==> src/rtl/code_wp_pkg.sv <==
// Shared types and constants for the code write-protect controller.
//   cfg_op_e   : 3-bit config opcode (5..7 illegal)
//   wp_state_e : controller FSM state
//   KEY*_DEF   : default unlock keys
package code_wp_pkg;

  localparam int unsigned OP_W   = 3;
  localparam int unsigned DATA_W = 32;
  localparam int unsigned ADDR_W = 32;
  localparam int unsigned TMR_W  = 32;

  localparam logic [DATA_W-1:0] KEY0_DEF = 32'hC0DE_5AFE;
  localparam logic [DATA_W-1:0] KEY1_DEF = 32'h5AFE_C0DE;

  typedef enum logic [OP_W-1:0] {
    OP_KEY      = 3'd0,
    OP_CLOSE    = 3'd1,
    OP_SET_WP   = 3'd2,
    OP_SET_LOCK = 3'd3,
    OP_CLR_VIOL = 3'd4
  } cfg_op_e;

  typedef enum logic [2:0] {
    ST_IDLE    = 3'd0,
    ST_KEYWAIT = 3'd1,
    ST_UPDATE  = 3'd2,
    ST_PROTECT = 3'd3,
    ST_LOCKED  = 3'd4
  } wp_state_e;

endpackage

==> src/rtl/code_wp_ctrl_if.sv <==
// Boot ROM config port: op request/ready handshake plus one-cycle response.
//   master : drives cfg_valid/cfg_op/cfg_data/cfg_priv, receives ready/response
//   slave  : the controller side
interface code_wp_ctrl_if;
  import code_wp_pkg::*;

  logic              cfg_valid;
  logic              cfg_ready;
  logic [OP_W-1:0]   cfg_op;
  logic [DATA_W-1:0] cfg_data;
  logic              cfg_priv;
  logic              cfg_resp_valid;
  logic              cfg_resp_err;

  modport master (
    output cfg_valid, cfg_op, cfg_data, cfg_priv,
    input  cfg_ready, cfg_resp_valid, cfg_resp_err
  );

  modport slave (
    input  cfg_valid, cfg_op, cfg_data, cfg_priv,
    output cfg_ready, cfg_resp_valid, cfg_resp_err
  );
endinterface

==> src/rtl/code_wp_viol_log.sv <==
// Violation log fed by the guard's deny strobe.
//   clk, rst      : clock, synchronous active-high reset
//   deny_i        : guard blocked a write this cycle
//   deny_addr_i   : address of the blocked write
//   i_clr         : clear strobe (accepted CLR_VIOL)
//   o_cnt         : saturating deny count
//   o_addr        : first denied address since last clear
//   o_irq         : level interrupt, set on deny
module code_wp_viol_log
  import code_wp_pkg::*;
#(
  parameter int unsigned VCNT_W = 16
) (
  input  logic              clk,
  input  logic              rst,
  input  logic              deny_i,
  input  logic [ADDR_W-1:0] deny_addr_i,
  input  logic              i_clr,
  output logic [VCNT_W-1:0] o_cnt,
  output logic [ADDR_W-1:0] o_addr,
  output logic              o_irq
);

  logic [VCNT_W-1:0] r_cnt;
  logic [ADDR_W-1:0] r_addr;
  logic              r_irq;

  // A deny in the same cycle as a clear wins: the log restarts at this deny.
  always_ff @(posedge clk) begin
    if (rst) begin
      r_cnt  <= '0;
      r_addr <= '0;
      r_irq  <= 1'b0;
    end else if (deny_i) begin
      if (i_clr || (r_cnt == '0)) r_addr <= deny_addr_i;
      if (i_clr)                  r_cnt  <= VCNT_W'(1);
      else if (r_cnt != '1)       r_cnt  <= r_cnt + VCNT_W'(1);
      r_irq <= 1'b1;
    end else if (i_clr) begin
      r_cnt  <= '0;
      r_addr <= '0;
      r_irq  <= 1'b0;
    end
  end

  assign o_cnt  = r_cnt;
  assign o_addr = r_addr;
  assign o_irq  = r_irq;

endmodule

==> src/rtl/code_wp_ctrl.sv <==
// Code write-protect controller: two-key unlock, timed update window,
// sticky WP/LOCK escalation and violation log.
//   clk, rst     : clock, synchronous active-high reset
//   cfg          : config op port (slave)
//   deny_i       : guard deny strobe, deny_addr_i its address
//   update_en_o  : update window open
//   wp_o, lock_o : sticky write-protect / system lock
//   viol_*_o     : violation count, first address, irq
module code_wp_ctrl
  import code_wp_pkg::*;
#(
  parameter int unsigned       UPD_TIMEOUT = 1_000_000,
  parameter logic [DATA_W-1:0] KEY0        = KEY0_DEF,
  parameter logic [DATA_W-1:0] KEY1        = KEY1_DEF,
  parameter int unsigned       VCNT_W      = 16
) (
  input  logic                 clk,
  input  logic                 rst,
  code_wp_ctrl_if.slave        cfg,
  input  logic                 deny_i,
  input  logic [ADDR_W-1:0]    deny_addr_i,
  output logic                 update_en_o,
  output logic                 wp_o,
  output logic                 lock_o,
  output logic [VCNT_W-1:0]    viol_cnt_o,
  output logic [ADDR_W-1:0]    viol_addr_o,
  output logic                 viol_irq_o
);

  wp_state_e        r_state;
  wp_state_e        w_state_nxt;
  logic [TMR_W-1:0] r_timer;
  logic             r_ready;
  logic             r_resp_valid;
  logic             r_resp_err;
  logic             r_update_en;
  logic             r_wp;
  logic             r_lock;
  logic             w_accept;
  logic             w_err;
  logic             w_clr;
  cfg_op_e          w_op;

  assign w_accept = cfg.cfg_valid & r_ready;
  assign w_op     = cfg_op_e'(cfg.cfg_op);

  // Next-state and response decode for an accepted op, then window timeout.
  always_comb begin
    w_state_nxt = r_state;
    w_err       = 1'b0;
    w_clr       = 1'b0;
    if (w_accept) begin
      if (w_op == OP_CLR_VIOL) begin
        w_clr = 1'b1;
      end else if (!cfg.cfg_priv) begin
        w_err = 1'b1;
      end else begin
        unique case (r_state)
          ST_IDLE: begin
            case (w_op)
              OP_KEY: begin
                if (cfg.cfg_data == KEY0) w_state_nxt = ST_KEYWAIT;
                else                      w_err       = 1'b1;
              end
              OP_CLOSE:    ;
              OP_SET_WP:   w_state_nxt = ST_PROTECT;
              OP_SET_LOCK: w_state_nxt = ST_LOCKED;
              default:     w_err = 1'b1;
            endcase
          end
          ST_KEYWAIT: begin
            case (w_op)
              OP_KEY: begin
                if (cfg.cfg_data == KEY1) begin
                  w_state_nxt = ST_UPDATE;
                end else begin
                  w_err       = 1'b1;
                  w_state_nxt = ST_IDLE;
                end
              end
              OP_CLOSE, OP_SET_WP, OP_SET_LOCK: begin
                w_err       = 1'b1;
                w_state_nxt = ST_IDLE;
              end
              default: w_err = 1'b1;
            endcase
          end
          ST_UPDATE: begin
            case (w_op)
              OP_CLOSE:    w_state_nxt = ST_IDLE;
              OP_SET_WP:   w_state_nxt = ST_PROTECT;
              OP_SET_LOCK: w_state_nxt = ST_LOCKED;
              default:     w_err = 1'b1;
            endcase
          end
          ST_PROTECT: begin
            case (w_op)
              OP_SET_LOCK: w_state_nxt = ST_LOCKED;
              OP_SET_WP:   ;
              default:     w_err = 1'b1;
            endcase
          end
          ST_LOCKED: begin
            if (w_op != OP_SET_LOCK) w_err = 1'b1;
          end
          default: w_state_nxt = ST_IDLE;
        endcase
      end
    end
    // Every accepted transition leaves UPDATE, so staying means the window expires.
    if ((r_state == ST_UPDATE) && (w_state_nxt == ST_UPDATE) && (r_timer == '0))
      w_state_nxt = ST_IDLE;
  end

  // State, window timer, handshake and state-decoded outputs.
  always_ff @(posedge clk) begin
    if (rst) begin
      r_state      <= ST_IDLE;
      r_timer      <= '0;
      r_ready      <= 1'b1;
      r_resp_valid <= 1'b0;
      r_resp_err   <= 1'b0;
      r_update_en  <= 1'b0;
      r_wp         <= 1'b0;
      r_lock       <= 1'b0;
    end else begin
      r_state      <= w_state_nxt;
      r_ready      <= ~w_accept;
      r_resp_valid <= w_accept;
      r_resp_err   <= w_accept & w_err;
      r_update_en  <= (w_state_nxt == ST_UPDATE);
      r_wp         <= (w_state_nxt == ST_PROTECT) || (w_state_nxt == ST_LOCKED);
      r_lock       <= (w_state_nxt == ST_LOCKED);
      if (w_state_nxt != ST_UPDATE)  r_timer <= '0;
      else if (r_state != ST_UPDATE) r_timer <= TMR_W'(UPD_TIMEOUT - 1);
      else                           r_timer <= r_timer - TMR_W'(1);
    end
  end

  assign cfg.cfg_ready      = r_ready;
  assign cfg.cfg_resp_valid = r_resp_valid;
  assign cfg.cfg_resp_err   = r_resp_err;
  assign update_en_o        = r_update_en;
  assign wp_o               = r_wp;
  assign lock_o             = r_lock;

  code_wp_viol_log #(
    .VCNT_W (VCNT_W)
  ) u_viol_log (
    .clk         (clk),
    .rst         (rst),
    .deny_i      (deny_i),
    .deny_addr_i (deny_addr_i),
    .i_clr       (w_clr),
    .o_cnt       (viol_cnt_o),
    .o_addr      (viol_addr_o),
    .o_irq       (viol_irq_o)
  );

endmodule

==> src/flat_wrapper.sv <==
// flat-port wrapper written by rule: the top's interface ports become plain ports
module code_wp_ctrl_flat import code_wp_pkg::*;
#(
  parameter int unsigned       UPD_TIMEOUT = 1_000_000,
  parameter logic [DATA_W-1:0] KEY0        = KEY0_DEF,
  parameter logic [DATA_W-1:0] KEY1        = KEY1_DEF,
  parameter int unsigned       VCNT_W      = 16
)
  (clk, rst, deny_i, deny_addr_i, update_en_o, wp_o, lock_o, viol_cnt_o, viol_addr_o, viol_irq_o, cfg_cfg_valid, cfg_cfg_op, cfg_cfg_data, cfg_cfg_priv, cfg_cfg_ready, cfg_cfg_resp_valid, cfg_cfg_resp_err);
  code_wp_ctrl_if cfg_i ();
  input  logic clk;
  input  logic rst;
  input  logic deny_i;
  input  logic [ADDR_W-1:0] deny_addr_i;
  output logic update_en_o;
  output logic wp_o;
  output logic lock_o;
  output logic [VCNT_W-1:0] viol_cnt_o;
  output logic [ADDR_W-1:0] viol_addr_o;
  output logic viol_irq_o;
  input wire logic [$bits(cfg_i.cfg_valid)-1:0] cfg_cfg_valid;
  input wire logic [$bits(cfg_i.cfg_op)-1:0] cfg_cfg_op;
  input wire logic [$bits(cfg_i.cfg_data)-1:0] cfg_cfg_data;
  input wire logic [$bits(cfg_i.cfg_priv)-1:0] cfg_cfg_priv;
  output wire logic [$bits(cfg_i.cfg_ready)-1:0] cfg_cfg_ready;
  output wire logic [$bits(cfg_i.cfg_resp_valid)-1:0] cfg_cfg_resp_valid;
  output wire logic [$bits(cfg_i.cfg_resp_err)-1:0] cfg_cfg_resp_err;
  assign cfg_i.cfg_valid = cfg_cfg_valid;
  assign cfg_i.cfg_op = cfg_cfg_op;
  assign cfg_i.cfg_data = cfg_cfg_data;
  assign cfg_i.cfg_priv = cfg_cfg_priv;
  assign cfg_cfg_ready = cfg_i.cfg_ready;
  assign cfg_cfg_resp_valid = cfg_i.cfg_resp_valid;
  assign cfg_cfg_resp_err = cfg_i.cfg_resp_err;
  code_wp_ctrl #(.UPD_TIMEOUT(UPD_TIMEOUT), .KEY0(KEY0), .KEY1(KEY1), .VCNT_W(VCNT_W)) u_core (.clk(clk), .rst(rst), .cfg(cfg_i), .deny_i(deny_i), .deny_addr_i(deny_addr_i), .update_en_o(update_en_o), .wp_o(wp_o), .lock_o(lock_o), .viol_cnt_o(viol_cnt_o), .viol_addr_o(viol_addr_o), .viol_irq_o(viol_irq_o));
endmodule
==> config.mk <==
export PLATFORM = sky130hd
export DESIGN_NAME = code_wp_ctrl_flat
export DESIGN_NICKNAME = d
export VERILOG_FILES = /design/src/rtl/code_wp_pkg.sv /design/src/rtl/code_wp_ctrl_if.sv /design/src/rtl/code_wp_viol_log.sv /design/src/rtl/code_wp_ctrl.sv /design/src/flat_wrapper.sv
export SDC_FILE = /design/constraint.sdc
export NUM_CORES = 1
export LEC_CHECK = 0
export ABC_AREA = 1
export BUFFER_PORTS_ARGS = -buffer_cell sky130_fd_sc_hd__buf_2
export CAP_MARGIN = 20
export CORE_MARGIN = 5
export CORE_UTILIZATION = 25
export CTS_CLUSTER_DIAMETER = 80
export DETAILED_ROUTE_END_ITERATION = 7
export GPL_TIMING_DRIVEN = 1
export PLACE_DENSITY = 0.52
export REMOVE_ABC_BUFFERS = 1
export SLEW_MARGIN = 30
export SYNTH_ARGS = -nofsm -noshare
export SYNTH_HDL_FRONTEND = slang
export SYNTH_SLANG_ARGS = --single-unit
==> constraint.sdc <==
create_clock -name clk -period 3.9 [get_ports clk]
set_input_delay 0.39 -clock clk [delete_from_list [all_inputs] [get_ports clk]]
set_output_delay 0.39 -clock clk [all_outputs]
set_load 0.03 [all_outputs]
Yosys cells after proc, flatten, opt, wreduce, memory -nomap -nowiden
Cells that the tools add are included.

cells by class
  equal/unequal tests = 19
  bitwise operators = 3
  mux-type cells = 34
  add/subtract/negate cells = 2
  reductions and logical operators = 16

operator list
  operator                                                count
  two-way mux 32 bit                                      3
  two-way mux 16 bit                                      4
  == test 32 x 31 -> 1 bit (second input constant)        1
  == test 32 bit (second input constant)                  1
  logical NOT 32 bit                                      1
  subtractor 32 x 1 -> 32 bit (second input constant)     1
  == test 3 x 2 -> 1 bit (second input constant)          7
  two-way mux 20 bit                                      1
  two-way mux 3 bit                                       6
  case mux 3 bit (3 select lines)                         2
  adder 16 x 1 -> 16 bit (second input constant)          1
  logical NOT 16 bit                                      1
  inequality test 16 bit (second input constant)          1
  case mux 3 bit (5 select lines)                         1
  two-way mux 1 bit                                       13
  == test 3 bit (second input constant)                   3
  inequality test 3 x 2 -> 1 bit (second input constant)  3
  == test 3 x 1 -> 1 bit (second input constant)          2
  logical NOT 3 bit                                       2
  case mux 3 bit (2 select lines)                         1
  OR reduction 3 bit                                      2
  case mux 1 bit (5 select lines)                         1
  AND reduction 2 bit                                     2
  nonzero test 2 bit                                      2
  8 further kinds                                         12

storage, ports and cells
  word-level logic and storage cells = 86
  output and inout port bits = 55
  input port bits = 72
  register bits after elaboration = 90

Longest topological paths before layout
Gate-level depths: netlist (run 1).

  depth in word-level cells = 13
  depth in mapped cells = 15
  depth with buffers taken out = 14

Cells and area by module
Synthesis (run 1) repeated with hierarchy kept, for this count alone.

second synthesis, totals
  cells, all modules = 696
  area total of the unflattened synthesis = 4918.5 um^2

by module, submodules not included
  module            cells an instance  instances  area an instance (um^2)  seq. area each (um^2)
  code_wp_ctrl      360                1          2492.4                   820.8
  code_wp_viol_log  336                1          2426.1                   980.9

Least setup slack after synthesis (run 1)
OpenSTA, ideal clock, no wires.

  kind = register to register
  from = register u_core.u_viol_log.r_cnt[1] (netlist: u_core.u_viol_log.o_cnt[1])
  to = register u_core.u_viol_log.r_cnt[15] (netlist: u_core.u_viol_log.o_cnt[15])
  cell stages (with the launch flop) = 14
  library setup time = 0.118 ns
  slack = 1.750 ns
  required time = 3.782 ns
  clock period less this slack = 2.150 ns
  buffers on the path = 1
  arrival = 2.032 ns
  cell sequence = dfxtp_1 ha_1 nand4_1 nor2_2 nand2_2 nor3_2 nand3_1 o21ai_2 inv_2 buf_6 nand4_1 nand2_1 nand2_1 nor2_1

on the way
  cells in the longest elaborated chain, start to end = 4
  elaborated cells between the ends (all ways) = 7
  those cells by class = add/sub: 1; eq/ne: 1; mux: 3; reduce/logical: 2

RTL lines
  item                    line                    text
  from (decl)             code_wp_viol_log.sv:24  logic [VCNT_W-1:0] r_cnt;
  from (signal assigned)  code_wp_viol_log.sv:37  else if (r_cnt != '1) r_cnt <= r_cnt + VCNT_W'(1);
  adder 16 x 1 -> 16 bit  code_wp_viol_log.sv:37
  two-way mux 16 bit      code_wp_viol_log.sv:37
  two-way mux 16 bit      code_wp_viol_log.sv:36  if (i_clr) r_cnt <= VCNT_W'(1);
  two-way mux 16 bit      code_wp_viol_log.sv:34  end else if (deny_i) begin

Parallel ways exist; a longest one is shown, timed or not. The select of a mux whose other input is x is not followed.
A chain may end at the register's enable or synchronous reset.

Worst setup path after layout (run 1)
  from = register u_core.u_viol_log.r_cnt[0] (netlist: u_core.u_viol_log.o_cnt[0])
  to = register u_core.u_viol_log.r_addr[3] (netlist: u_core.u_viol_log.o_addr[3])

on the way
  cells in the longest elaborated chain, start to end = 4

RTL lines
  item                                      line                    text
  logical NOT 16 bit                        code_wp_viol_log.sv:35  if (i_clr || (r_cnt == '0)) r_addr <= deny_addr_i;
  logical OR 1 bit                          code_wp_viol_log.sv:35
  inequality test 2 x 1 -> 1 bit (no line)  n/a
  AND reduction 2 bit (no line)             n/a
  to (signal assigned)                      code_wp_viol_log.sv:35
  to (decl)                                 code_wp_viol_log.sv:25  logic [ADDR_W-1:0] r_addr;

Every way passes these cells.

==> results of run 1 <==
## worst paths after layout
kind / from / to / slack (ns) / cells after the start
setup / recovery: u_core.u_viol_log.o_cnt[0] / u_core.u_viol_log.o_addr[3] / 1.59 / 9
hold / removal: deny_addr_i[8] / u_core.u_viol_log.o_addr[8] / 0.30 / 3
setup reg to reg: u_core.u_viol_log.o_cnt[0] / u_core.u_viol_log.o_addr[3] / 1.59 / 9
hold reg to reg: u_core.u_viol_log.o_irq / u_core.u_viol_log.o_irq / 0.47 / 2
## routing by layer
layer	vias to the layer above	routed length [microns]	track usage, %
met5	-	0	0
met4	0	192	4.20
met3	12	720	2.87
met2	112	5220	18.3
met1	1920	5730	14.9
li1	2320	-	-
## cells in the final DEF (no fill, tap or decap), drive strengths merged, types with 2 or more instances in the layout
master / synthesis / layout
a21oi: 52 / 52
buf: 7 / 132
clkbuf: 15 / 12
dfxtp: 90 / 90
ha: 3 / 3
inv: 65 / 67
nand2: 94 / 94
nand3: 27 / 27
nand3b: 2 / 2
nand4: 13 / 13
nor2: 119 / 119
nor3: 53 / 53
nor4: 6 / 6
o211ai: 2 / 2
o21ai: 51 / 51
xnor2: 7 / 7
xor2: 16 / 16
## sequential cells by signal, summed over array words and instances (netlist names)
signal / flops
u_core.u_viol_log.o_irq: 1
u_core.u_viol_log.o_addr: 32
u_core.cfg.cfg_ready: 1
u_core.update_en_o: 1
u_core.wp_o: 1
u_core.u_viol_log.o_cnt: 16
u_core.cfg.cfg_resp_valid: 1
u_core.r_timer: 32
u_core.lock_o: 1
u_core.r_state: 3
u_core.cfg.cfg_resp_err: 1
## power groups by stage
| stage | clock, W | combinational, W | sequential (W) |
|---|---|---|---|
| floorplan | 0 | 0.000194 | 0.00106 |
| global placement | 0 | 0.000392 | 0.000998 |
| detailed placement | 0 | 0.000393 | 0.000996 |
| CTS | 0.000965 | 0.000394 | 0.000976 |
| global route | 0.00100 | 0.000435 | 0.000981 |
| finish | 0.000926 | 0.000389 | 0.000977 |
## worst max-delay path, delay by kind of cell (launching register included)
kind	cells	cell delay (ns)
and+or+nand+nor	3	0.16
DFF	1	0.40
AOI/OAI and AO/OA	2	0.51
adders and majority gates	1	0.20
buffers and inverters	3	0.89
## cell type report
type	count	area share [%]
Multi-Input combinational cell	453	42.1
Sequential cell	90	31.3
Timing Repair Buffer	132	11.7
Tap cell	229	4.98
Clock buffer	12	4.63
Inverter	66	4.30
Clock inverter	4	0.957
## kinds of logic (layout without fill, tap and decap cells)
kind of cell	count (synthesis)	after routing	share of synthesized area (%)
buffers and inverters	88	214	8.05
AO/OA/AOI/OAI	111	111	12.8
XOR/XNOR	23	23	4.39
adder cells (fa/ha/maj)	3	3	0.818
flip-flops	90	90	39.3
AND/OR/NAND/NOR	316	316	34.6
## metrics by stage
stage	util, %	power (W)	worst slack, ns	area, sq um
after global placement	30.1	0.00139	1.44	5430
after floorplan	-	0.00125	0.503	4470
final	31.9	0.00229	1.59	5760
after global routing	31.9	0.00242	1.28	5760
after detailed placement	30.1	0.00139	1.43	5430
after CTS	31.9	0.00234	1.53	5760
==> reports/qor.txt, run 1 <==
Status: completed
Core area: 18000 sq um
Final GP Congestion: 0.823
Clock period minus worst slack: 2.31 ns
P_leak: 2.71 nW
Sequential cell area: 1800 sq um
Yosys warning count: 0
Sw Ratio: 28.4%
Worst min-delay path category: in2reg
Placed Cells: 970
Critical-path cell list: inv_1 > ha_1 > nand2_1 > nor3_1 > a31oi_2 > buf_4 > inv_1 > o21ai_0 > nor2_1
Largest area contributor in the netlist: dfxtp_1
Vias: 4364
Final setup viols: 0
Clock transition at the registers of the reported paths: 0.07 ns
Quantity of I/O buffers inserted on ports: 126
Avg Inst Size Synth: 7.27 sq um
Routed Wire Length: 11.9 mm
Crit path arrival time: 2.54 ns
Clk buf depth: 2
Post-synthesis sequential area ratio: 39.3%
# resized after CTS: 0
Htree depth: 3
Fin crit share: 59.2%
# diodes: 0
PwrDens: 398 nW/um^2
Internal cell power: 0.00164 W
TritonCTS clock tree: done
Largest net degree at the start of global routing: 37
Fillers: 1967
RSZ-0062 raised after global routing: no
Post-route insts no fill: 986
Max-slew violations: 0
Vias in the first global route: 4361
Net load switching power: 0.000650 W
Global route overflow: 0
Post-Synthesis Cell Area: 4590 sq um
Critical Path Max Stage Delay: 0.46 ns
Endpoint type of the worst setup path: flip-flop
Total GRT Usage: 11.4%
Initial Util: 25.4%
I/O pin count: 127
Worst-case vdd ir drop: 205 uV
Max-capacitance violation count: 0
Layout cell share with drive strength beyond 1: 26.7%
Dpl hpwl: 8.64 mm
Global-route wire length before repair: 20.8 mm
Avg WL per Cell: 12.0 microns
Top FF cell, synth: dfxtp_1
Part of the power in combinational logic: 17.0%
DRT Pass-1 Iters: 4
Number of nets in the layout: 827
Final Hold Viols: 0
Area of the multi-input gates: 2420 sq um
Max Fclk: 433 MHz
Worst-Skew Late Latency: 0.34 ns
Clock sink count: 90
Mapped Cells: 631
Yosys reg bits: 90
Ranking of synthesized cells by area: dfxtp_1, nor2_1, nand2_1
Die Span X: 145 microns
Area grow syn2layout: 25.5%
Netlist cell types: 37
Slowest-stage cell, CP: inv_1
Sequential power share: 42.6%
Slew @ Worst Pin: 0.854 ns
Critical setup path kind: reg2reg
DRT iter0 DRCs: 154
Final ANT Viol Nets: 0
Die area: 21200 sq um
Final setup TNS: 0 ns
DRC: 0
Share of the synthesized area in the top cell type: 39.3%
Worst-path fanout max: 33
Minimum hold slack: 0.296 ns
Cell row count: 49
Async set-reset flop share out of synthesis: 0%
Via density: 4.43
Num CTS Buffers: 9
Most numerous cell in the Yosys netlist: nor2_1
Post-synth top cells: nor2_1, nand2_1, dfxtp_1, inv_1, a21oi_1
Root Driver: clkbuf_16
Clk network pwr share: 40.4%
Clock Skews: 0.00941 ns
Slew HR: 43.0%
Worst EP required: 4.14 ns
Die height: 145 microns
CP Launch Type: flip-flop
Postcts setup bufs: 0
# hold bufs at CTS: 0
Initial antenna violation count: 0
Post-synth EDFFs: 0
Crit-path most repeated cell: inv_1
(Power assumes the default switching activity.)
==> run 2, diff against run 1 <==
--- a/config.mk
+++ b/config.mk
@@ -13,7 +13,7 @@
 export CTS_CLUSTER_DIAMETER = 80
 export DETAILED_ROUTE_END_ITERATION = 7
 export GPL_TIMING_DRIVEN = 1
-export PLACE_DENSITY = 0.52
+export PLACE_DENSITY = 0.54
 export REMOVE_ABC_BUFFERS = 1
 export SLEW_MARGIN = 30
 export SYNTH_ARGS = -nofsm -noshare
==> constraint.sdc (replaced) <==
create_clock -name clk -period 1.85 [get_ports clk]
set_input_delay 0.185 -clock clk [delete_from_list [all_inputs] [get_ports clk]]
set_output_delay 0.185 -clock clk [all_outputs]
set_load 0.03 [all_outputs]
==> run 2 against run 1 <==
  * Worst hold slack got worse by 0.21 ns
  * Sequential share of layout area fell by 3.3 points
  * Clock skew rose by 0.0063 ns
  * Non-clock buffer count rose by 46
  * Die area did not move
  * Sequential cell count did not move
  * Register-to-register slack got worse by 1.6 ns
  * Global-route usage rose by 0.43 points
  * Critical path type unchanged
  * Critical endpoint is now u_core.u_viol_log.o_cnt[0]
==> reports/qor.txt, run 2 (same netlist as run 1, synthesis figures left out) <==
Quantity of I/O buffers inserted on ports: 126
Critical setup path kind: reg2reg
Crit path capture: u_core.u_viol_log.o_cnt[0]
# hold bufs at CTS: 0
Total GRT Usage: 11.9%
Clock sink count: 90
Global route overflow: 0
Die Span X: 145 microns
Slew HR: 72.1%
Worst-Skew Late Latency: 0.35 ns
DRT iter0 DRCs: 263
Placed instance area: 5710 sq um
Clk buf depth: 2
P_leak: 3.07 nW
Reg2reg setup slack: 0.02 ns
Crit path arrival time: 2.04 ns
Clock transition at the registers of the reported paths: 0.08 ns
Global-route wire length before repair: 21.5 mm
Worst-case vdd ir drop: 466 uV
Final Worst Setup Slack: 0.0200 ns
PwrDens: 750 nW/um^2
Core area: 18000 sq um
Commonest non-fill, non-tap cells in the layout: buf_2, nor2_1, nand2_1
Most common cell after layout, fill and taps aside: buf_2
Final instance area: 6490 sq um
# diodes: 0
Status: completed
Place WS: 0.0334 ns
Depth of the most critical reg-to-reg path: 11
Dpl hpwl: 9.31 mm
Layout cell share with drive strength beyond 1: 36.4%
Final GP Congestion: 0.802
Endpoint type of the worst setup path: flip-flop
Largest net degree at the start of global routing: 37
Final ANT Viol Nets: 0
Max Fclk: 546 MHz
Max-slew violations: 0
Final Hold Viols: 0
Vias: 4619
DRC: 0
Vias in the first global route: 4424
Worst hold stages: 3
CP Launch Type: flip-flop
Die height: 145 microns
RSZ-0062 raised after global routing: yes
Worst EP required: 2.06 ns
Via density: 4.48
Number of nets in the layout: 873
Routed Wire Length: 13.1 mm
Die area: 21200 sq um
Num CTS Buffers: 9
Initial Util: 25.4%
Root Driver: clkbuf_16
Met1 GRT Util: 15.0%
Final setup viols: 0
I/O pin count: 127
TritonCTS clock tree: done
R2R Path End: u_core.u_viol_log.o_cnt[0]
Worst-path fanout max: 8
Clock Skews: 0.0157 ns
Cell row count: 49
Worst min-delay path category: in2reg
Crit path from: u_core.u_viol_log.o_cnt[0]
Area grow syn2layout: 41.4%
Met2 Use GR: 19.5%
Max-capacitance violation count: 0
DRT Pass-1 Iters: 4
Most Crowded Layer GR: met2
Beginning of the worst register-to-register path: u_core.u_viol_log.o_cnt[0]
Avg WL per Cell: 12.7 microns
Initial antenna violation count: 0
Met3 Resource Use GR: 3.49%
Fin crit share: 98.9%
Slew @ Worst Pin: 0.414 ns
Htree depth: 3
Clock period minus worst slack: 1.83 ns
## run 2: cell types whose count changed in the layout (fill, tap and decap cells not counted), moves of 4 or more
| cell | previous run | this run |
|---|---|---|
| nand2_2 | 3 | 8 |
| buf_12 | 0 | 5 |
| nor2_4 | 4 | 10 |
| buf_4 | 6 | 42 |
| nand2_1 | 91 | 84 |
| dfxtp_2 | 0 | 7 |
| nor3_1 | 22 | 18 |
| nor3_4 | 0 | 13 |
| nor2_1 | 111 | 102 |
| nor3_2 | 31 | 22 |
| o21ai_0 | 48 | 44 |
| dfxtp_1 | 90 | 81 |
## run 2: timing repair
item                                    CTS  global route
endpoints found under the setup margin    0            77
buffers inserted                          0            13
gates resized for setup                   0            81
hold endpoints to repair                  0             0
## run 2: per-layer routing
layer	wire, microns	up-vias
met1	6060	2084
met2	6190	110
met3	759	4
met5	0	-
met4	90	0
li1	-	2421
## run 2: worst min path at each step
| stage | start | to | slack [ns] |
|---|---|---|---|
| finish | deny_addr_i[31] | u_core.u_viol_log.o_addr[31] | 0.08 |
| detailed placement | deny_addr_i[15] | u_core.u_viol_log.o_addr[15] | 0.44 |
| global placement | deny_addr_i[26] | u_core.u_viol_log.o_addr[26] | 0.43 |
| CTS | deny_addr_i[28] | u_core.u_viol_log.o_addr[28] | 0.08 |
| floorplan | rst | u_core.u_viol_log.o_cnt[0] | 0.25 |
| global route | deny_addr_i[14] | u_core.u_viol_log.o_addr[14] | 0.07 |
## run 2: report_power, final
| part | switching (W) | internal, W |
|---|---|---|
| Combinational | 0.000619 | 0.000392 |
| Clock | 0.000854 | 0.000948 |
| Sequential | 0.0000398 | 0.00201 |
| Total | 0.00151 | 0.00335 |
## run 2: through the flow
| stage | std cells | utilization, % | hold slack [ns] | setup TNS (ns) | power (W) |
|---|---|---|---|---|---|
| 6_report | 1032 | 36.0 | 0.0821 | 0 | 0.00487 |
| 5_1_grt | 1032 | 36.0 | 0.0716 | -2.62 | 0.00513 |
| 4_1_cts | 1016 | 33.3 | 0.0755 | 0 | 0.00482 |
| 3_5_place_dp | 1000 | 31.7 | 0.436 | 0 | 0.00299 |
| 3_3_place_gp | 1000 | 31.7 | 0.435 | 0 | 0.00300 |
| 2_1_floorplan | 609 | - | 0.254 | -56.92 | 0.00265 |
## run 2: final cells by class
type                            instances  area (sq um)
Fill cell                            1915         11500
Multi-Input combinational cell        453          2700
Sequential cell                        90          1820
Timing Repair Buffer                  178          1140
Tap cell                              229           287
Inverter                               66           255
Clock buffer                            9           225
Clock inverter                          7          63.8
## run 2: critical path: stages (launching register included)
cell and delay, ns:
dfxtp_2 0.35, ha_4 0.13, nand4_1 0.13, nor2_2 0.15
nand2_2 0.07, nor3_2 0.13, nand3_1 0.14, o21ai_4 0.21
inv_4 0.10, buf_12 0.15, o211ai_1 0.07, a21oi_1 0.08
